===== src/rtl/fp_sort_engine.sv =====
// fp_sort_engine: frame buffer with odd-even transposition sort, largest first.
// Optional FP_SORT_EXP_ONLY_EN orders by exponent field only.
module fp_sort_engine #(
    parameter int EXP_W = 3,
    parameter int MAN_W = 5,
    parameter int DEPTH = 8
) (
    input  logic                   clk,
    input  logic                   reset_n,
    input  logic                   in_valid,
    output logic                   in_ready,
    input  logic [EXP_W+MAN_W-1:0] in_data,
    input  logic                   in_last,
    output logic                   out_valid,
    input  logic                   out_ready,
    output logic [EXP_W+MAN_W-1:0] out_data,
    output logic                   out_last,
    output logic                   busy
);

    localparam int W  = EXP_W + MAN_W;
    localparam int CW = $clog2(DEPTH + 1);
    localparam logic [CW-1:0] TOP = CW'(DEPTH - 1);

    typedef enum logic [1:0] {
        IDLE,
        LOAD,
        SORT,
        DRAIN
    } state_e;

    state_e        state_q, state_d;
    logic [CW-1:0] n_q, n_d;
    logic [CW-1:0] phase_q, phase_d;
    logic [CW-1:0] rd_q, rd_d;
    logic [W-1:0]  slot_q [DEPTH];
    logic [W-1:0]  slot_d [DEPTH];

    logic accept;
    logic out_fire;
    logic drain_end;

    function automatic logic [W-1:0] key_of(input logic [W-1:0] w);
`ifdef FP_SORT_EXP_ONLY_EN
        key_of = w >> MAN_W;
`else
        key_of = w;
`endif
    endfunction

    assign accept    = in_valid && (state_q == LOAD);
    assign out_fire  = out_ready && (state_q == DRAIN);
    assign drain_end = (rd_q == n_q - 1'b1);

    // State register; reset aborts any frame in flight.
    always_ff @(posedge clk or negedge reset_n) begin
        if (!reset_n) begin
            state_q <= IDLE;
        end else begin
            state_q <= state_d;
        end
    end

    // Next-state: close frame on in_last or full, drain after DEPTH phases.
    always_comb begin
        state_d = state_q;
        unique case (state_q)
            IDLE:  state_d = LOAD;
            LOAD: begin
                if (accept && (in_last || n_q == TOP)) begin
                    state_d = SORT;
                end
            end
            SORT: begin
                if (phase_q == TOP) begin
                    state_d = DRAIN;
                end
            end
            DRAIN: begin
                if (out_fire && drain_end) begin
                    state_d = LOAD;
                end
            end
        endcase
    end

    // Output decode from state and drain pointer.
    always_comb begin
        in_ready  = (state_q == LOAD);
        out_valid = (state_q == DRAIN);
        busy      = (state_q == SORT);
        out_last  = (state_q == DRAIN) && drain_end;
        out_data  = '0;
        if (state_q == DRAIN) begin
            for (int i = 0; i < DEPTH; i++) begin
                if (i == int'(rd_q)) begin
                    out_data = slot_q[i];
                end
            end
        end
    end

    // Datapath next-state: slot writes, compare-swap phases, drain pointer.
    always_comb begin
        n_d     = n_q;
        phase_d = phase_q;
        rd_d    = rd_q;
        slot_d  = slot_q;
        unique case (state_q)
            IDLE: begin
                n_d = '0;
            end
            LOAD: begin
                phase_d = '0;
                rd_d    = '0;
                if (accept) begin
                    n_d = n_q + 1'b1;
                    for (int i = 0; i < DEPTH; i++) begin
                        if (i == int'(n_q)) begin
                            slot_d[i] = in_data;
                        end
                    end
                end
            end
            SORT: begin
                phase_d = phase_q + 1'b1;
                // pairs in one phase are disjoint, so swaps never collide
                for (int i = 0; i < DEPTH - 1; i++) begin
                    if ((i % 2 == int'(phase_q[0]))
                        && (i + 1 < int'(n_q))
                        && (key_of(slot_q[i]) < key_of(slot_q[i+1]))) begin
                        slot_d[i]   = slot_q[i+1];
                        slot_d[i+1] = slot_q[i];
                    end
                end
            end
            DRAIN: begin
                if (out_fire) begin
                    rd_d = rd_q + 1'b1;
                    if (drain_end) begin
                        n_d  = '0;
                        rd_d = '0;
                    end
                end
            end
        endcase
    end

    // Datapath registers.
    always_ff @(posedge clk or negedge reset_n) begin
        if (!reset_n) begin
            n_q     <= '0;
            phase_q <= '0;
            rd_q    <= '0;
            slot_q  <= '{default: '0};
        end else begin
            n_q     <= n_d;
            phase_q <= phase_d;
            rd_q    <= rd_d;
            slot_q  <= slot_d;
        end
    end

endmodule

===== config.mk =====
export PLATFORM = sky130hd
export DESIGN_NAME = fp_sort_engine
export DESIGN_NICKNAME = d
export VERILOG_FILES = /design/src/rtl/fp_sort_engine.sv
export SDC_FILE = /design/constraint.sdc
export NUM_CORES = 1
export LEC_CHECK = 0
export ABC_AREA = 1
export CAP_MARGIN = 20
export CELL_PAD_IN_SITES_DETAIL_PLACEMENT = 1
export CELL_PAD_IN_SITES_GLOBAL_PLACEMENT = 2
export CORE_AREA = 2 2 154 156
export DETAILED_ROUTE_END_ITERATION = 16
export DIE_AREA = 0 0 156 158
export GPL_ROUTABILITY_DRIVEN = 0
export PLACE_DENSITY_LB_ADDON = 0.1
export SYNTH_ARGS = -nofsm -noshare
export SYNTH_HDL_FRONTEND = slang
export SYNTH_SLANG_ARGS = --single-unit

===== constraint.sdc =====
create_clock -name clk -period 1.84 [get_ports clk]
set_input_delay 0.184 -clock clk [delete_from_list [all_inputs] [get_ports clk]]
set_output_delay 0.184 -clock clk [all_outputs]
set_load 0.02 [all_outputs]

Word level (Yosys, flattened, before mapping)
Cells that the tools add are included.
Word-level totals
  word-level logic and storage cells: 149
  output and inout bits: 12
  register bits: 78
  input port bits: 13
Cells by class
  equal/unequal tests: 42
  muxes and demuxes: 39
  $lt $le $gt $ge: 14
  reduce and logical (&&, ||, !) cells: 37
  add/sub/neg operators: 4
  bitwise logic cells: 1
Operators with widths (count)
  $mux 8: 17
  $mux 16: 8
  $pmux 64 s2: 1
  $mux 64: 1
  $lt 8x8->1: 7
  $reduce_and 4->1: 9
  $eq 4x4->1 const A: 8
  $ne 2x1->1 const B: 16
  $mux 4: 5
  $logic_and 1x1->1: 19
  $ne 3x1->1 const B: 6
  $eq 3x4->1 const A: 4
  $lt 3x4->1 const A: 4
  $pmux 4 s2: 2
  $add 4x1->4 const B: 3
  $pmux 4 s3: 1
  $eq 2x4->1 const A: 2
  $eq 4x3->1 const B: 2
  $logic_not 4->1: 2
  $lt 2x4->1 const A: 2
  $pmux 2 s4: 1
  $mux 2: 3
  $eq 2x2->1 const B: 2
  $eq 4x4->1: 1
  10 further kinds: 11

Longest topological paths before layout
Gate-level depths: netlist of run 1.
  depth in word-level cells: 12
  mapped depth: 14

Least setup slack after synthesis of run 1
Ideal clock, no wire load.
  path type: flip-flop to output port
  start: register rd_q[1]
  end: output out_data[0]
  slack: -0.125 ns
  cell stages (with the launch flop): 9
  required time: 1.656 ns
  data arrival time: 1.781 ns
  cells stage by stage: dfrtp_1 inv_1 ha_1 clkinv_1 nor2_2 inv_1 nand4_1 nand2_1 a21oi_1
Between the ends
  word-level cells in the longest chain between the ends: 10
  elaborated cells on any way between the ends: 17
  classes of those cells: 7 x eq/ne; 9 x mux; 1 x reduce/logical
RTL lines
  start, declared: line 35  | logic [CW-1:0] rd_q, rd_d;
  start signal, assigned: line 159  | rd_q <= rd_d;
  $logic_not 4->1: line 96  | if (i == int'(rd_q)) begin
  $mux 8 (7 in series): line 96
  $mux 8 (*): line 96
  $mux 8 (*): line 94  | if (state_q == DRAIN) begin
  end, declared: line 16  | output logic [EXP_W+MAN_W-1:0] out_data,
Mark *: on every way between the ends. The rest lies on a longest branch, timed or not.

Worst setup path after layout of run 1
  start: register rd_q[0]
  end: output out_data[6]
Same word-level chain as after synthesis.

==> results of run 1 <==
[synthesized netlist by cell type (all sizes together) (4+ instances only)]
cell type | count | area share [%]
nand2 | 451 | 24
inv | 167 | 8.8
nand4 | 89 | 7.7
dfrtp | 78 | 27
o21ai | 65 | 4.5
ha | 64 | 11
nand3 | 45 | 3.8
a21oi | 44 | 3.2
buf | 32 | 2.7
nor2 | 28 | 2.4
o211ai | 8 | 0.83
o21a | 7 | 0.73
xor2 | 6 | 0.73
nor3 | 5 | 0.50
clkbuf | 4 | 0.24
[path summary, 6_finish.rpt]
kind | from | to | slack [ns]
max in group asynchronous | reset_n | slot_q[33] | 0.90
min in group clk | phase_q[1] | phase_q[1] | 0.56
worst min register to register | phase_q[1] | phase_q[1] | 0.56
worst max-delay path | rd_q[0] | out_data[6] | -0.39
worst max register to register | slot_q[47] | slot_q[40] | -0.12
worst min-delay path | reset_n | state_q[1] | 0.35
[state kept, by name (all words and copies together), names as in the netlist]
register and flops:
phase_q 4, n_q 4, slot_q 64, rd_q 4
state_q 2
[power groups by stage]
stage / combinational (W) / sequential [W] / clock [W]
after global routing: 0.0174 / 0.00344 / 0.00194
after floorplan: 0.00611 / 0.00306 / 0
after detailed placement: 0.0114 / 0.00326 / 0
after CTS: 0.0130 / 0.00327 / 0.00187
after global placement: 0.0111 / 0.00326 / 0
final: 0.0160 / 0.00336 / 0.00185
[metrics by stage]
stage               TNS [ns]  setup slack, ns  power [W]
finish                -3.994          -0.3904    0.02117
detailed placement    -12.51          -0.5576    0.01462
global placement      -9.317          -0.5057    0.01436
CTS                   -3.506          -0.3928    0.01814
global route          -9.621          -0.5118    0.02274
floorplan                  0          0.02360   0.009169
[routing by layer]
metal | global-route usage (%) | part of all wire (%) | vias up
met5 | 0 | 0 | -
met4 | 8.650 | 2.9 | 0
met3 | 2.902 | 3.3 | 45
met2 | 46.33 | 48 | 164
met1 | 35.97 | 45 | 4121
li1 | - | - | 4103
[area by class of cell]
type | instances | share of cell area, %
Clock buffer | 12 | 2.233
Clock inverter | 4 | 0.2615
Inverter | 170 | 5.970
Multi-Input combinational cell | 827 | 48.64
Sequential cell | 78 | 17.25
Tap cell | 290 | 3.159
Timing Repair Buffer | 272 | 22.49
[what timing repair did]
item | 4_1_cts | 5_1_grt
hold buffers | 1 | 0
buffers inserted | 19 | 25
setup endpoints to repair | 79 | 83
gates resized for setup | 200 | 214
gates cloned | 5 | 8
pin swaps | 75 | 127
endpoints found under the hold margin | 31 | 0
[cell families (layout without fill, tap and decap cells)]
kind of cell,count (synthesis),in the layout,share of synthesized area [%]
and+or+nand+nor,621,623,38.83
buffers and inverters,206,458,11.94
AOI/OAI and AO/OA,130,131,10.13
DFF,78,78,26.96
adders and majority gates,64,64,11.06
xor gates and xnor gates,9,9,1.089
==> impl_metrics.tcl, run 1 <==
set metrics [dict create \
    worstPathRequired_ns 1.66 \
    dieWidth_um 156 \
    rsz0062_at_grt "true" \
    setup_viol 33 \
    cts_root_buffer "clkbuf_16" \
    switching_power_w 0.01054 \
    drtAntennaViolNets 0 \
    hp-class "in2async" \
    syn_area_mm2 0.007241 \
    dp_cells 1586 \
    multi_input_area_mm2 0.005587 \
    grt_overflow_total 0 \
    vdd_ir_drop_max_mv 0.9530 \
    regArea_mm2 0.001981 \
    critPathTopFamily "buffers and inverters" \
    clkLatencyLatePin_ns 0.36 \
    drc_errors 0 \
    post-route-period-util_pct 121.2 \
    synth_edf_count 0 \
    final_cell_count_no_fill 1653 \
    rows 56 \
    crit_arrival_ns 2.05 \
    grtUsageTotal_pct 27.11 \
    async_flop_share_pct 100.0 \
    final_cell_mix "369 x nand2_1, 190 x buf_4, 125 x inv_1" \
    cts_inserted_buffers 9 \
    failed_checks "negative setup slack" \
    dpl_cell_area_mm2 0.009341 \
    synth_fp_nets 1185 \
    start_kind "register" \
    slowest_delay_ns 0.43 \
    fmax_mhz 448.4 \
    grt_first_pass_wirelength_mm 50.00 \
    design_area_mm2 0.01148 \
    maxCapViolCount 0 \
    cp_slowest_cell "dfrtp_1" \
    r2r_cells 11 \
    cp_cell_sequence "inv_2, ha_4, inv_2, nor2_2, buf_6, nand3_1, o211ai_1, nand2_1, nand4_1, nand2_1, a21oi_2, buf_4" \
    slew_headroom_pct 64.12 \
    dpl.hpwl_mm 23.12 \
    combPwrFrac_pct 75.4 \
    cts_tree "yes" \
    clk_path_buf_depth 2 \
    worstSetupEndpointType "primary output" \
    p_int_w 0.01064 \
    start_util_pct 31.41 \
    nFillCells 2853 \
    grt_pass1_vias 8533 \
    cts.sinks 78 \
    fin_crit_ns 2.230 \
    ys_ff_latch 78 \
    diodes 0 \
    worst_pin_slew_ns 0.5383 \
    firstDrtPassIters 5 \
    power_density_mw_per_mm2 1843 \
    power_frac_seq_pct 15.9 \
    ys_types 40 \
    synth_ff_type "dfrtp_1" \
    antenna_found_initial 0 \
    leakage_nw 5.738 \
    grt_max_degree 39 \
    drv_slew 0 \
    crit_type "reg2out" \
    p_sw_share_pct 49.76 \
    hold_viol 0 \
    yosys_warnings 0 \
    cts.htree.levels 3 \
    die_h_um 158 \
    clockPowerShare_pct 8.8 \
    layout_commonest_cell "nand2_1" \
    cp_num_cells 12 \
    status "finished, violations left" \
    syn_area_per_cell_um2 6.535 \
    die_area_mm2 0.02465 \
    drive_above_1_share_pct 40.13 \
    final_nets 1435 \
    drt_iter0_drc 497 \
    synth_seq_area_share_pct 26.96 \
    viasPerCell 5.102 \
    crit_fanout 8 \
    num_io_pins 25 \
    fin_skew_ns 0.01170 \
    critPathBufInv 4 \
    finalHoldWorstSlack_ns 0.3498 \
    wirelength_mm 33.65 \
    post-route-util_pct 49.82 \
    finalWorstSetupSlack_ns -0.3904 \
    area_growth_pct 58.61 \
    vias 8433 \
    port_buffers 24 \
    wl_per_cell_um 20.36 \
    clk_pin_slew_ns 0.07 \
    syn_inst 1108 \
    core_mm2 0.02305 \
]
No activity file was read; power rests on OpenSTA's default activity.
==> inputs of run 2 (changes only) <==
--- a/config.mk
+++ b/config.mk
@@ -9,9 +9,9 @@
 export CAP_MARGIN = 20
 export CELL_PAD_IN_SITES_DETAIL_PLACEMENT = 1
 export CELL_PAD_IN_SITES_GLOBAL_PLACEMENT = 2
-export CORE_AREA = 2 2 154 156
+export CORE_AREA = 2 2 198 122
 export DETAILED_ROUTE_END_ITERATION = 16
-export DIE_AREA = 0 0 156 158
+export DIE_AREA = 0 0 200 124
 export GPL_ROUTABILITY_DRIVEN = 0
 export PLACE_DENSITY_LB_ADDON = 0.1
 export SYNTH_ARGS = -nofsm -noshare
==> run 2 against run 1 <==
The run still ends with negative setup slack left. Power up 7.4%. Critical endpoint unchanged. Largest power group unchanged. Non-clock buffer count unchanged. Maximum frequency down 4.2%. Hold slack worse by 0.11 ns. Count of clock-buffer cells in the layout up 2. Register-to-register slack better by 0.03 ns. Clock skew down 0.0020 ns.
==> impl_metrics.tcl, run 2 (synthesized netlist as in run 1, its figures left out) <==
set metrics [dict create \
    crit_type "reg2out" \
    drtAntennaViolNets 0 \
    largest_register_ffs 64 \
    failed_checks "negative setup slack" \
    area_growth_pct 65.16 \
    finalSetupTns_ns -6.409 \
    die_h_um 124 \
    port_buffers 24 \
    p_sw_share_pct 49.94 \
    grt_max_degree 41 \
    layout_commonest_cell "nand2_1" \
    post-route-period-util_pct 126.6 \
    drc_errors 0 \
    viasPerCell 5.144 \
    vias 8622 \
    wl_per_cell_um 21.17 \
    cts_inserted_buffers 9 \
    leakage_nw 5.872 \
    ff2ff_setup_slack_ns -0.09 \
    r2r-end "slot_q[14]" \
    rows 43 \
    rsz0062_at_grt "true" \
    clk_path_buf_depth 2 \
    finalWorstSetupSlack_ns -0.4893 \
    final_cell_count_no_fill 1676 \
    dieWidth_um 200 \
    power_frac_seq_pct 15.0 \
    dp_cells 1596 \
    grt_first_pass_wirelength_mm 51.94 \
    crit_arrival_ns 2.15 \
    nFillCells 2776 \
    worstPathRequired_ns 1.66 \
    slew_headroom_pct 66.74 \
    clkLatencyLatePin_ns 0.37 \
    vdd_ir_drop_max_mv 0.7244 \
    cts.sinks 78 \
    cts.htree.levels 3 \
    final_nets 1434 \
    grt_pass1_vias 8514 \
    grtUsageTotal_pct 28.71 \
    clk_pin_slew_ns 0.06 \
    r2r_cells 13 \
    crit_start "rd_q[0]" \
    hp-class "in2async" \
    num_io_pins 25 \
    drv_slew 0 \
    power_density_mw_per_mm2 1902 \
    grt_overflow_total 0 \
    fin_skew_ns 0.009659 \
    cts_tree "yes" \
    drt_iter0_drc 672 \
    hold_viol 0 \
    antenna_found_initial 2 \
    cts_root_buffer "clkbuf_16" \
    start_kind "register" \
    firstDrtPassIters 5 \
    dpl.hpwl_mm 24.61 \
    top_register "slot_q" \
    start_util_pct 31.67 \
    setup_viol 65 \
    final_cell_mix "338 x nand2_1, 181 x buf_4, 121 x inv_1" \
    combPwrFrac_pct 76.7 \
    drive_above_1_share_pct 44.23 \
    diodes 0 \
    rr_startpoint "slot_q[17]" \
    die_area_mm2 0.02480 \
    switching_power_w 0.01136 \
    maxCapViolCount 0 \
    wirelength_mm 35.47 \
    crit_fanout 8 \
    core_mm2 0.02287 \
    fin_crit_ns 2.329 \
    worstSetupEndpointType "primary output" \
    fmax_mhz 429.3 \
    status "finished, violations left" \
    p_int_w 0.01139 \
    worst_pin_slew_ns 0.4937 \
    clockPowerShare_pct 8.3 \
]
-- run 2: final cells by class --
cell class | instances | area, um2 | area share, %
Multi-Input combinational cell | 826 | 5871 | 49.09
Timing Repair Buffer | 272 | 2710 | 22.66
Sequential cell | 78 | 1987 | 16.61
Inverter | 170 | 713.2 | 5.964
Tap cell | 315 | 394.1 | 3.296
Clock buffer | 14 | 254.0 | 2.124
Clock inverter | 1 | 30.03 | 0.2511
-- run 2: per-stage QoR --
stage,hold slack [ns],setup slack [ns],instance area (um2),util (%),power [W]
floorplan,-0.1116,0.02360,7276,-,0.009169
global placement,0.06922,-0.5793,9323,40.77,0.01450
detailed placement,0.07075,-0.6684,9323,40.77,0.01479
CTS,0.2284,-0.4465,10770,47.10,0.01960
global route,0.2576,-0.5829,11960,52.30,0.02411
finish,0.2372,-0.4893,11960,52.30,0.02275
-- run 2: how the worst max path moves through the flow --
stage                  endpoint  slack (ns)  cells past startpoint
finish              out_data[6]       -0.49                     11
global route        out_data[7]       -0.58                     11
CTS                 out_data[4]       -0.45                     11
detailed placement  out_data[0]       -0.67                     11
global placement    out_data[4]       -0.58                     11
floorplan              out_last        0.02                      7
-- run 2: worst max-delay path, stage by stage, from the launching register on --
cell	delay [ns]
dfrtp_2	0.45
inv_4	0.09
ha_4	0.14
inv_4	0.04
nor2_4	0.23
nand3_1	0.12
o211ai_1	0.10
nand2_1	0.08
nand4_1	0.07
nand2_1	0.08
a21oi_2	0.21
buf_4	0.18
-- run 2: per-layer routing --
| metal | global-route usage [%] | vias up | part of all wire [%] |
|---|---|---|---|
| met5 | 0 | - | 0 |
| met4 | 4.630 | 0 | 0.89 |
| met3 | 4.468 | 22 | 5.8 |
| met2 | 42.27 | 218 | 43 |
| met1 | 44.18 | 4277 | 50 |
| li1 | - | 4105 | - |
-- run 2: timing repair --
item,CTS,global route
gates resized for setup,274,229
endpoints found under the hold margin,20,0
hold buffers,1,0
cloned,10,2
pin swaps,75,122
endpoints found under the setup margin,76,83
setup buffers,26,29
-- run 2: power groups by stage --
stage               logic (W)  clock network [W]  registers [W]
CTS                    0.0144            0.00191        0.00333
detailed placement     0.0115                  0        0.00327
finish                 0.0174            0.00189        0.00342
global placement       0.0112                  0        0.00325
global route           0.0187            0.00197        0.00347
floorplan             0.00611                  0        0.00306
==> inputs of run 3 (changes only) <==
--- a/config.mk
+++ b/config.mk
@@ -9,10 +9,11 @@
 export CAP_MARGIN = 20
 export CELL_PAD_IN_SITES_DETAIL_PLACEMENT = 1
 export CELL_PAD_IN_SITES_GLOBAL_PLACEMENT = 2
-export CORE_AREA = 2 2 198 122
+export CORE_AREA = 2 2 189 117
 export DETAILED_ROUTE_END_ITERATION = 16
-export DIE_AREA = 0 0 200 124
+export DIE_AREA = 0 0 191 119
 export GPL_ROUTABILITY_DRIVEN = 0
+export HOLD_SLACK_MARGIN = 0.06
 export PLACE_DENSITY_LB_ADDON = 0.1
 export SYNTH_ARGS = -nofsm -noshare
 export SYNTH_HDL_FRONTEND = slang
==> constraint.sdc (replaced) <==
create_clock -name clk -period 2.2 [get_ports clk]
set_input_delay 0.22 -clock clk [delete_from_list [all_inputs] [get_ports clk]]
set_output_delay 0.22 -clock clk [all_outputs]
set_load 0.02 [all_outputs]
==> run 3 against run 2 <==
The flow still finishes with violations (negative setup slack). Die area shrank 8.4%. Clock power shrank 17%. Via count shrank 10%. First-iteration DRC count shrank 18%. Power shrank 42%.
==> impl_metrics.tcl, run 3 (synthesized netlist as in run 1, its figures left out) <==
set metrics [dict create \
    status "finished, violations left" \
    failed_checks "negative setup slack" \
    rr_startpoint "slot_q[23]" \
    die_area_mm2 0.02273 \
    final_cell_mix "429 x nand2_1, 151 x inv_1, 108 x buf_4" \
    wl_per_cell_um 19.76 \
    grt_pass1_vias 7760 \
    crit_type "reg2out" \
    worstPathRequired_ns 1.98 \
    diodes 0 \
    leakage_nw 4.771 \
    start_util_pct 34.02 \
    grt_overflow_total 0 \
    core_mm2 0.02128 \
    cp_cell_sequence "buf_4, ha_1, buf_4, nand3_2, buf_4, o21ai_0, a21oi_4, buf_6" \
    power_density_mw_per_mm2 1453 \
    post-route-period-util_pct 106.4 \
    finalSetupTns_ns -0.7784 \
    multi_input_area_mm2 0.004608 \
    drc_errors 0 \
    crit_arrival_ns 2.12 \
    rows 42 \
    firstDrtPassIters 5 \
    cp_slowest_cell "dfrtp_1" \
    regArea_mm2 0.001961 \
    clkLatencyLatePin_ns 0.37 \
    path_common_cell "buf_4" \
    viasPerCell 5.118 \
    dpl.hpwl_mm 21.89 \
    crit_fanout 7 \
    die_h_um 119 \
    wirelength_mm 29.86 \
    dieWidth_um 191 \
    r2r_cells 10 \
    start_kind "register" \
    hp-class "in2async" \
    antenna_found_initial 0 \
    vdd_ir_drop_max_mv 0.5267 \
    drt_iter0_drc 554 \
    area_growth_pct 24.88 \
    hold_viol 0 \
    slew_headroom_pct 60.83 \
    cts_root_buffer "clkbuf_16" \
    drv_slew 0 \
    final_nets 1297 \
    cts_inserted_buffers 9 \
    largest_register_ffs 64 \
    fin_skew_ns 0.009033 \
    drtAntennaViolNets 0 \
    rsz0062_at_grt "true" \
    worst_pin_slew_ns 0.5875 \
    cts.htree.levels 3 \
    maxCapViolCount 0 \
    layout_commonest_cell "nand2_1" \
    clk_pin_slew_ns 0.07 \
    fmax_mhz 427.1 \
    grtUsageTotal_pct 27.52 \
    worstSetupEndpointType "primary output" \
    grt_max_degree 42 \
    port_buffers 24 \
    cts_tree "yes" \
    grt_first_pass_wirelength_mm 46.89 \
    num_io_pins 25 \
    finalWorstSetupSlack_ns -0.1415 \
    clk_path_buf_depth 2 \
    fin_crit_ns 2.341 \
    setup_viol 8 \
    slowest_delay_ns 0.38 \
    nFillCells 2766 \
    crit_start "rd_q[1]" \
    cts.sinks 78 \
    vias 7734 \
    dp_slack_ns -0.3311 \
    drive_above_1_share_pct 18.61 \
    top_register "slot_q" \
]
run 3: layer usage:
metal	up-vias	routed length [um]	track usage, %
li1	3813	-	-
met3	24	1680	6.513
met5	-	0	0
met2	166	11720	37.84
met4	0	384	5.233
met1	3731	16080	42.87
run 3: critical path: cells and delay by family (launching register included):
| family | cells | cell delay, ns |
|---|---|---|
| AOI/OAI and AO/OA | 2 | 0.38 |
| adders and majority gates | 1 | 0.23 |
| buffers and inverters | 4 | 0.62 |
| DFF | 1 | 0.38 |
| and+or+nand+nor | 1 | 0.15 |
run 3: worst paths after layout:
path / to / slack [ns]
setup / recovery: out_data[7] / -0.14
hold / removal: slot_q[27] / 0.39
setup reg to reg: slot_q[22] / 0.11
hold reg to reg: phase_q[1] / 0.56
max in group asynchronous: n_q[1] / 1.14
min in group clk: phase_q[1] / 0.56
run 3: cell type report:
| class | instances | share of cell area (%) |
|---|---|---|
| Clock inverter | 7 | 0.7195 |
| Tap cell | 286 | 3.957 |
| Sequential cell | 78 | 21.68 |
| Inverter | 170 | 7.320 |
| Timing Repair Buffer | 136 | 12.87 |
| Multi-Input combinational cell | 825 | 50.96 |
| Clock buffer | 9 | 2.491 |
run 3: report_power, final:
group | internal [W] | total (W) | switching [W]
Sequential | 0.00203 | 0.00300 | 0.000976
Clock | 0.000872 | 0.00157 | 0.000701
Combinational | 0.00320 | 0.00856 | 0.00536
run 3: per-stage QoR:
stage          total power [W]  std cells  hold slack, ns  utilization [%]  instance area (um2)
2_1_floorplan         0.007610       1108        -0.07559                -                 7241
3_3_place_gp           0.01073       1486          0.2621            39.67                 8443
3_5_place_dp           0.01090       1486          0.2642            39.67                 8443
4_1_cts                0.01288       1507          0.4176            41.78                 8891
5_1_grt                0.01435       1511          0.4231            42.49                 9042
6_report               0.01314       1511          0.3855            42.49                 9042
run 3: what timing repair did:
action | in CTS | in global routing
gates resized for setup | 84 | 37
buffers inserted | 2 | 4
hold endpoints to repair | 37 | 0
pin swaps | 11 | 18
hold buffers | 1 | 0
gates cloned | 2 | 0
endpoints found under the setup margin | 11 | 63
